==> src/rtl/calc_pipe.sv <==
// calc_pipe: parametrised register-file calculator with an execute/writeback pipeline, forwarding and ZNCV flags
module calc_pipe #(
  parameter int WIDTH = 4,
  parameter int NREGS = 4
) (
  input  logic                     clk,
  input  logic                     rst_n,
  input  logic                     in_valid,
  input  logic [2:0]               control,
  input  logic [$clog2(NREGS)-1:0] src_a,
  input  logic                     b_sel,
  input  logic [$clog2(NREGS)-1:0] src_b,
  input  logic [WIDTH-1:0]         immediate,
  input  logic                     we_en,
  input  logic [$clog2(NREGS)-1:0] we_addr,
  input  logic [$clog2(NREGS)-1:0] rd_addr,
  output logic [WIDTH-1:0]         rd_data,
  output logic [WIDTH-1:0]         res,
  output logic                     res_valid,
  output logic [3:0]               flags
);
  localparam int AW = $clog2(NREGS);
  logic [WIDTH-1:0] regs [NREGS];
  logic             wb_we;
  logic [AW-1:0]    wb_addr;
  logic [WIDTH-1:0] wb_res;
  logic [3:0]       wb_flags;
  logic [WIDTH-1:0] a, rb, b, bx, y;
  logic [WIDTH:0]   sum;
  logic             arith, ovf, lt;
  // a pending WB record is exactly the cycle res_valid is high
  assign a = (res_valid && wb_we && wb_addr == src_a) ? wb_res : regs[src_a];
  assign rb = (res_valid && wb_we && wb_addr == src_b) ? wb_res : regs[src_b];
  assign b = b_sel ? rb : immediate;
  // control[2] inverts B: serves AND_NOT/OR_NOT and turns ADD into SUB with carry-in 1
  assign bx = control[2] ? ~b : b;
  assign sum = {1'b0, a} + {1'b0, bx} + (WIDTH+1)'(control[2]);
  assign arith = control[1:0] == 2'b10;
  assign ovf = (a[WIDTH-1] == bx[WIDTH-1]) && (sum[WIDTH-1] != a[WIDTH-1]);
  assign lt = control[2] ? ($signed(a) < $signed(b)) : (a < b);
  assign y = control[1] ? (control[0] ? WIDTH'(lt) : sum[WIDTH-1:0])
                        : (control[0] ? (a | bx) : (a & bx));
  assign rd_data = regs[rd_addr];
  always_ff @(posedge clk or negedge rst_n) begin
    if (!rst_n) begin
      for (int i = 0; i < NREGS; i++) regs[i] <= '0;
      res       <= '0;
      res_valid <= 1'b0;
      flags     <= '0;
      wb_we     <= 1'b0;
      wb_addr   <= '0;
      wb_res    <= '0;
      wb_flags  <= '0;
    end else begin
      res_valid <= in_valid;
      if (in_valid) begin
        res      <= y;
        wb_res   <= y;
        wb_we    <= we_en;
        wb_addr  <= we_addr;
        wb_flags <= {y == '0, y[WIDTH-1], arith & sum[WIDTH], arith & ovf};
      end
      if (res_valid) begin
        flags <= wb_flags;
        if (wb_we) regs[wb_addr] <= wb_res;
      end
    end
  end
endmodule

==> config.mk <==
export PLATFORM = sky130hd
export DESIGN_NAME = calc_pipe
export DESIGN_NICKNAME = d
export VERILOG_FILES = /design/src/rtl/calc_pipe.sv
export SDC_FILE = /design/constraint.sdc
export NUM_CORES = 1
export LEC_CHECK = 0
export BUFFER_PORTS_ARGS = -buffer_cell sky130_fd_sc_hd__buf_2
export CORE_MARGIN = 2
export CORE_UTILIZATION = 40
export DETAILED_ROUTE_END_ITERATION = 16
export SLEW_MARGIN = 20
export SYNTH_ARGS = -nofsm -noshare
export SYNTH_HDL_FRONTEND = slang
export SYNTH_SLANG_ARGS = --single-unit
==> constraint.sdc <==
create_clock -name clk -period 7.4 [get_ports clk]
set_clock_uncertainty 0.05 [all_clocks]
set_input_delay 0.37 -clock clk [delete_from_list [all_inputs] [get_ports clk]]
set_output_delay 0.37 -clock clk [all_outputs]
set_load 0.03 [all_outputs]
Word level (Yosys, flattened, before mapping)
Index checks and enable logic that the tools add are counted.
- bits in latches: 0
- bits in writable memories: 0
- logic and storage cells: 60
- output and inout port bits: 13
- bits of input ports: 20
- bits in read-only memories: 0
- register bits after elaboration: 32
- memories kept: 0
- multiply operators: 0
- magnitude comparators: 7
- div/mod/pow operators: 0
- bitwise operators: 9
- $add $sub $neg: 2
- multiplexer cells: 20
- equal/unequal tests: 5
- shifts and indexed selects: 0
- reductions and logical operators: 7
- operator list (operator ; count):
    $mux W4 ; 14
    $bmux W4 S2 ; 3
    $bwmux W16 ; 1
    $ge A3 B3 Y1 const B ; 4
    $not A2 Y3 ; 4
    $demux W4 S2 ; 1
    $lt A4 B4 Y1 ; 2
    $add A4 B4 Y5 ; 1
    $add A5 B1 Y5 ; 1
    $logic_and A1 B1 Y1 ; 5
    $and A4 B4 Y4 ; 1
    $eq A2 B2 Y1 ; 2
    $logic_not A4 Y1 ; 1
    $not A4 Y4 ; 1
    $or A4 B4 Y4 ; 1
    $lt A3 B1 Y1 const B ; 1
    $and A1 B1 Y1 ; 2
    $eq A2 B2 Y1 const B ; 1
    $reduce_and A2 Y1 ; 1
    $eq A1 B1 Y1 ; 1
    $mux W1 ; 1
    $ne A1 B1 Y1 ; 1

Logic depth before layout (Yosys ltp)
- depth in word-level cells: 13
- gate-level depth with buffers: 15

Worst setup path before layout
Ideal clock, no wire load.
- kind: flip-flop to flip-flop
- start: reg res_valid
- end: reg wb_flags[3]
- required time: 7.249 ns
- data arrival time: 2.956 ns
- slack: 4.293 ns
- stages on the path, launching flop included: 14
- period minus slack after synthesis: 3.107 ns
- path buffers: 1
- path through: dfrtp_1 > buf_2 > nand2_1 > nor3_2 > mux2_4 > mux2_4 > fa_1 > xnor2_1 > nand2_1 > o21ai_0 > o22ai_1 > nor2_1 > o21ai_0 > o32ai_1
- word-level cells in the longest chain between the ends: 11
- elaborated cells on any way between the ends: 19
- those cells by class: add/sub: 2; order compare: 2; mux: 8; bitwise: 3; reduce/logical: 4
- ends and longest elaborated chain (item ; line ; text):
    start: declaration ; 19 ; output logic res_valid,
    start signal: assignment ; 55 ; res_valid <= in_valid;
    $logic_and A1 B1 Y1 * ; 32, 33 ;
    $logic_and A1 B1 Y1 ; 33 ; assign rb = (res_valid && wb_we && wb_addr == src_b) ? wb_res : regs[src_b];
    $mux W4 ; 33 ;
    $mux W4 ; 34 ; assign b = b_sel ? rb : immediate;
    $not A4 Y4 ; 36 ; assign bx = control[2] ? ~b : b;
    $mux W4 ; 36 ;
    $add A4 B4 Y5 ; 37 ; assign sum = {1'b0, a} + {1'b0, bx} + (WIDTH+1)'(control[2]);
    $add A5 B1 Y5 ; 37 ;
    $mux W4 ; 41 ; assign y = control[1] ? (control[0] ? WIDTH'(lt) : sum[WIDTH-1:0])
    $mux W4 * ; 41 ;
    $logic_not A4 Y1 * ; 61 ; wb_flags <= {y == '0, y[WIDTH-1], arith & sum[WIDTH], arith & ovf};
    end signal: assignment ; 61 ;
    end: declaration ; 27 ; logic [3:0] wb_flags;
Every way passes the cells marked *; elsewhere a longest branch is shown, timed or not.
A chain may end at the register's enable or synchronous reset.

Final worst setup path
Same ends and word-level chain as after synthesis.

==> run_results.csv <==
group,metric,value,unit
layout,fin_area,2420,um2
clocking,cts.path.max_buffers,2,
run,cap_viol_max_count,0,
placement,portBuffers,32,
logic_synthesis,synth_area_leaders,"dfrtp_1 36%, mux2_2 13%, mux4_2 9.4%",
global_route,antenna_found_initial,0,
sta,setup_viol,0,
routing,drtPass1Iterations,4,
global_route,grt_max_degree,32,
sta,period_minus_slack,3.34,ns
setup_path,critPathMaxStageDelay,0.52,ns
setup_path,cp_max_fo,9,
placement,gp_congestion,0.782,
sta,rsz0062_at_grt,"no",
layout,antennaDiodeCount,0,
routing,routed_wl,4460,um
setup_path,slowest_stage,"dfrtp_1",
sta,hold_violations,0,
clocking,h-tree-depth,2,
die,die_x,77.6,um
placement,dpl_cell_area,2340,um2
sta,fmax,299,MHz
clocking,clock_sinks,31,
global_route,track_usage,16.3,%
die,row_count,26,
global_route,grt_first_pass_wirelength,7740,um
clocking,cts_setup_buffers,0,
layout,layout_common_cells,"32 x buf_2, 31 x dfrtp_1, 25 x mux2_2, 15 x inv_1, 11 x ha_1",
die,die_h,77.6,um
setup_path,crit_family,"simple AND/OR/NAND/NOR gates",
setup_path,cp-end-kind,"flip-flop",
setup_path,crit_chain,"nand2_1, nor3_1, mux2i_1, a21oi_1, xor2_1, fa_1, mux2i_1, o221ai_1, nor2_1, o21ai_0, o32ai_1",
layout,layout-drive-gt1-share,36.8,%
clocking,cts-buffers-inserted,5,
power_and_ir_drop,leakage,1.12,nW
logic_synthesis,synth_area_per_cell,11.8,um2
clocking,clk_latency,0.28,ns
clocking,cts_tree,"done",
logic_synthesis,netlist-cell-type-count,41,
die,io_pins,33,
sta,slew_headroom,51.0,%
placement,dp.final_hpwl,3520,um
routing,drc,0,
die,die_area,6020,um2
setup_path,cp_num_buf_inv,0,
routing,vias_per_cell,5.25,
placement,pre_cts_ws,4.10,ns
sta,setup_ws,4.06,ns
logic_synthesis,syn_area,2170,um2
setup_path,critPathLaunchType,"flip-flop",
global_route,grt-ovfl-total,0,
setup_path,cp.arrival,3.45,ns
sta,final_max_slew_viol_count,0,
logic_synthesis,yosys.area.top_type,"dfrtp_1",
setup_path,reg2reg_slack,4.06,ns
global_route,grt_pass1_vias,1541,
logic_synthesis,syn-instance-count,183,
routing,routedWlPerCell,15.8,um
power_and_ir_drop,total_power,884,uW
routing,drtAntennaViolNets,0,
clocking,cts_root_buffer,"clkbuf_8",
logic_synthesis,ys_warn_count,0,
setup_path,path_common_cell,"mux2i_1",
layout,syn2layout_area_growth,11.8,%
logic_synthesis,synth_nets,215,
logic_synthesis,synth_seq_cells,31,
logic_synthesis,yosysSeqAreaShare,35.8,%
sta,fin_crit_sh,45.1,%
clocking,clkSlewWorstSetupHoldPaths,0.06,ns
layout,nNetsFinal,243,
sta,tightestPinTransition,0.730,ns
layout,final_common_cell,"buf_2",
power_and_ir_drop,power_density,365,nW/um2
run_status,status,"finished, final reports clean",
worst_hold_path,hold_path.class,"input pin to asynchronous set/reset pin",
logic_synthesis,yosysTopAreaCellShare,35.8,%
die,initial_core_util,41.9,%
routing,drtIter0Drc,26,
clocking,cts_resized,0,
sta,tns,0,ns
setup_path,crit_type,"flip-flop to flip-flop",
setup_path,worstPathRequired,7.51,ns
die,fp.coreArea,5170,um2
clocking,holdBufCountCts,0,
routing,vias,1481,
power_and_ir_drop,ir_drop,0.000240,V
cell type report:
cell class / instances / area, um2
Clock buffer: 7 / 76.3
Timing Repair Buffer: 32 / 160
Multi-Input combinational cell: 126 / 1260
Fill cell: 471 / 2750
Sequential cell: 31 / 776
Clock inverter: 1 / 5.00
Inverter: 15 / 56.3
Tap cell: 70 / 87.6
state kept, by name (all words and copies together), names as in the netlist:
name and flops:
regs 16, flags 4, wb_flags 4, wb_res 3, wb_addr 2, res_valid 1, wb_we 1
power by group:
part	switching (mW)	internal (mW)
registers	0.0718	0.236
clock network	0.0563	0.0658
logic	0.230	0.225
cell families (layout without fill, tap and decap cells):
logic type	after synthesis	in the layout	share of synthesized area [%]
mux	46	46	30.6
buf+inv	26	55	5.95
compound gates	28	28	9.36
simple gates	30	30	6.93
fa+ha+maj	12	12	7.28
flops	31	31	35.8
xor+xnor	10	10	4.04
per-stage QoR:
step	hold slack, ns	instances	util, %
2_1_floorplan	0.0244	183	-
3_3_place_gp	0.405	274	45.3
3_5_place_dp	0.394	274	45.3
4_1_cts	0.0920	282	46.8
5_1_grt	0.137	282	46.8
6_report	0.0728	282	46.8
synth_stat cells:
library cell and count:
nand3b_1 1, mux2_2 25, and2b_1 2, o31a_1 2, nor3_1 3, inv_1 15, a31oi_4 1, nor2_1 9
buf_6 2, o221ai_1 1, xor2_1 7, a21o_1 3, o21ai_0 5, nand4b_1 1, or2b_2 1, or2_2 1
nand4_1 1, clkbuf_1 2, clkbuf_4 1, buf_4 2, o2111ai_1 1, o21a_1 1, nand3_1 1, a21oi_1 6
o2bb2ai_1 1, mux2_4 2, mux2i_1 7, ha_1 11, o31ai_1 2, a22oi_1 1, o22ai_1 2, a41oi_1 1
nand2_1 9, mux4_1 3, mux4_2 9, fa_1 1, nor3_2 1, xnor2_1 3, o32ai_1 1, dfrtp_1 31
buf_2 4
per-layer routing:
layer / up-vias / GRT usage (%) / routed length (um)
met1: 733 / 22.4 / 2130
met5: - / 0 / 0
met2: 20 / 26.1 / 2170
met4: 0 / 5.36 / 25
met3: 2 / 3.02 / 127
li1: 726 / - / -
final timing paths:
path | startpoint | end | depth (start not counted)
setup / recovery | res_valid | wb_flags[3] | 11
hold / removal | rst_n | regs[10] | 1
setup reg to reg | res_valid | wb_flags[3] | 11
hold reg to reg | wb_flags[0] | wb_flags[0] | 2
max in group asynchronous | rst_n | wb_flags[3] | 1
min in group clk | we_en | wb_we | 2
Power figures use the tool's default switching activity.
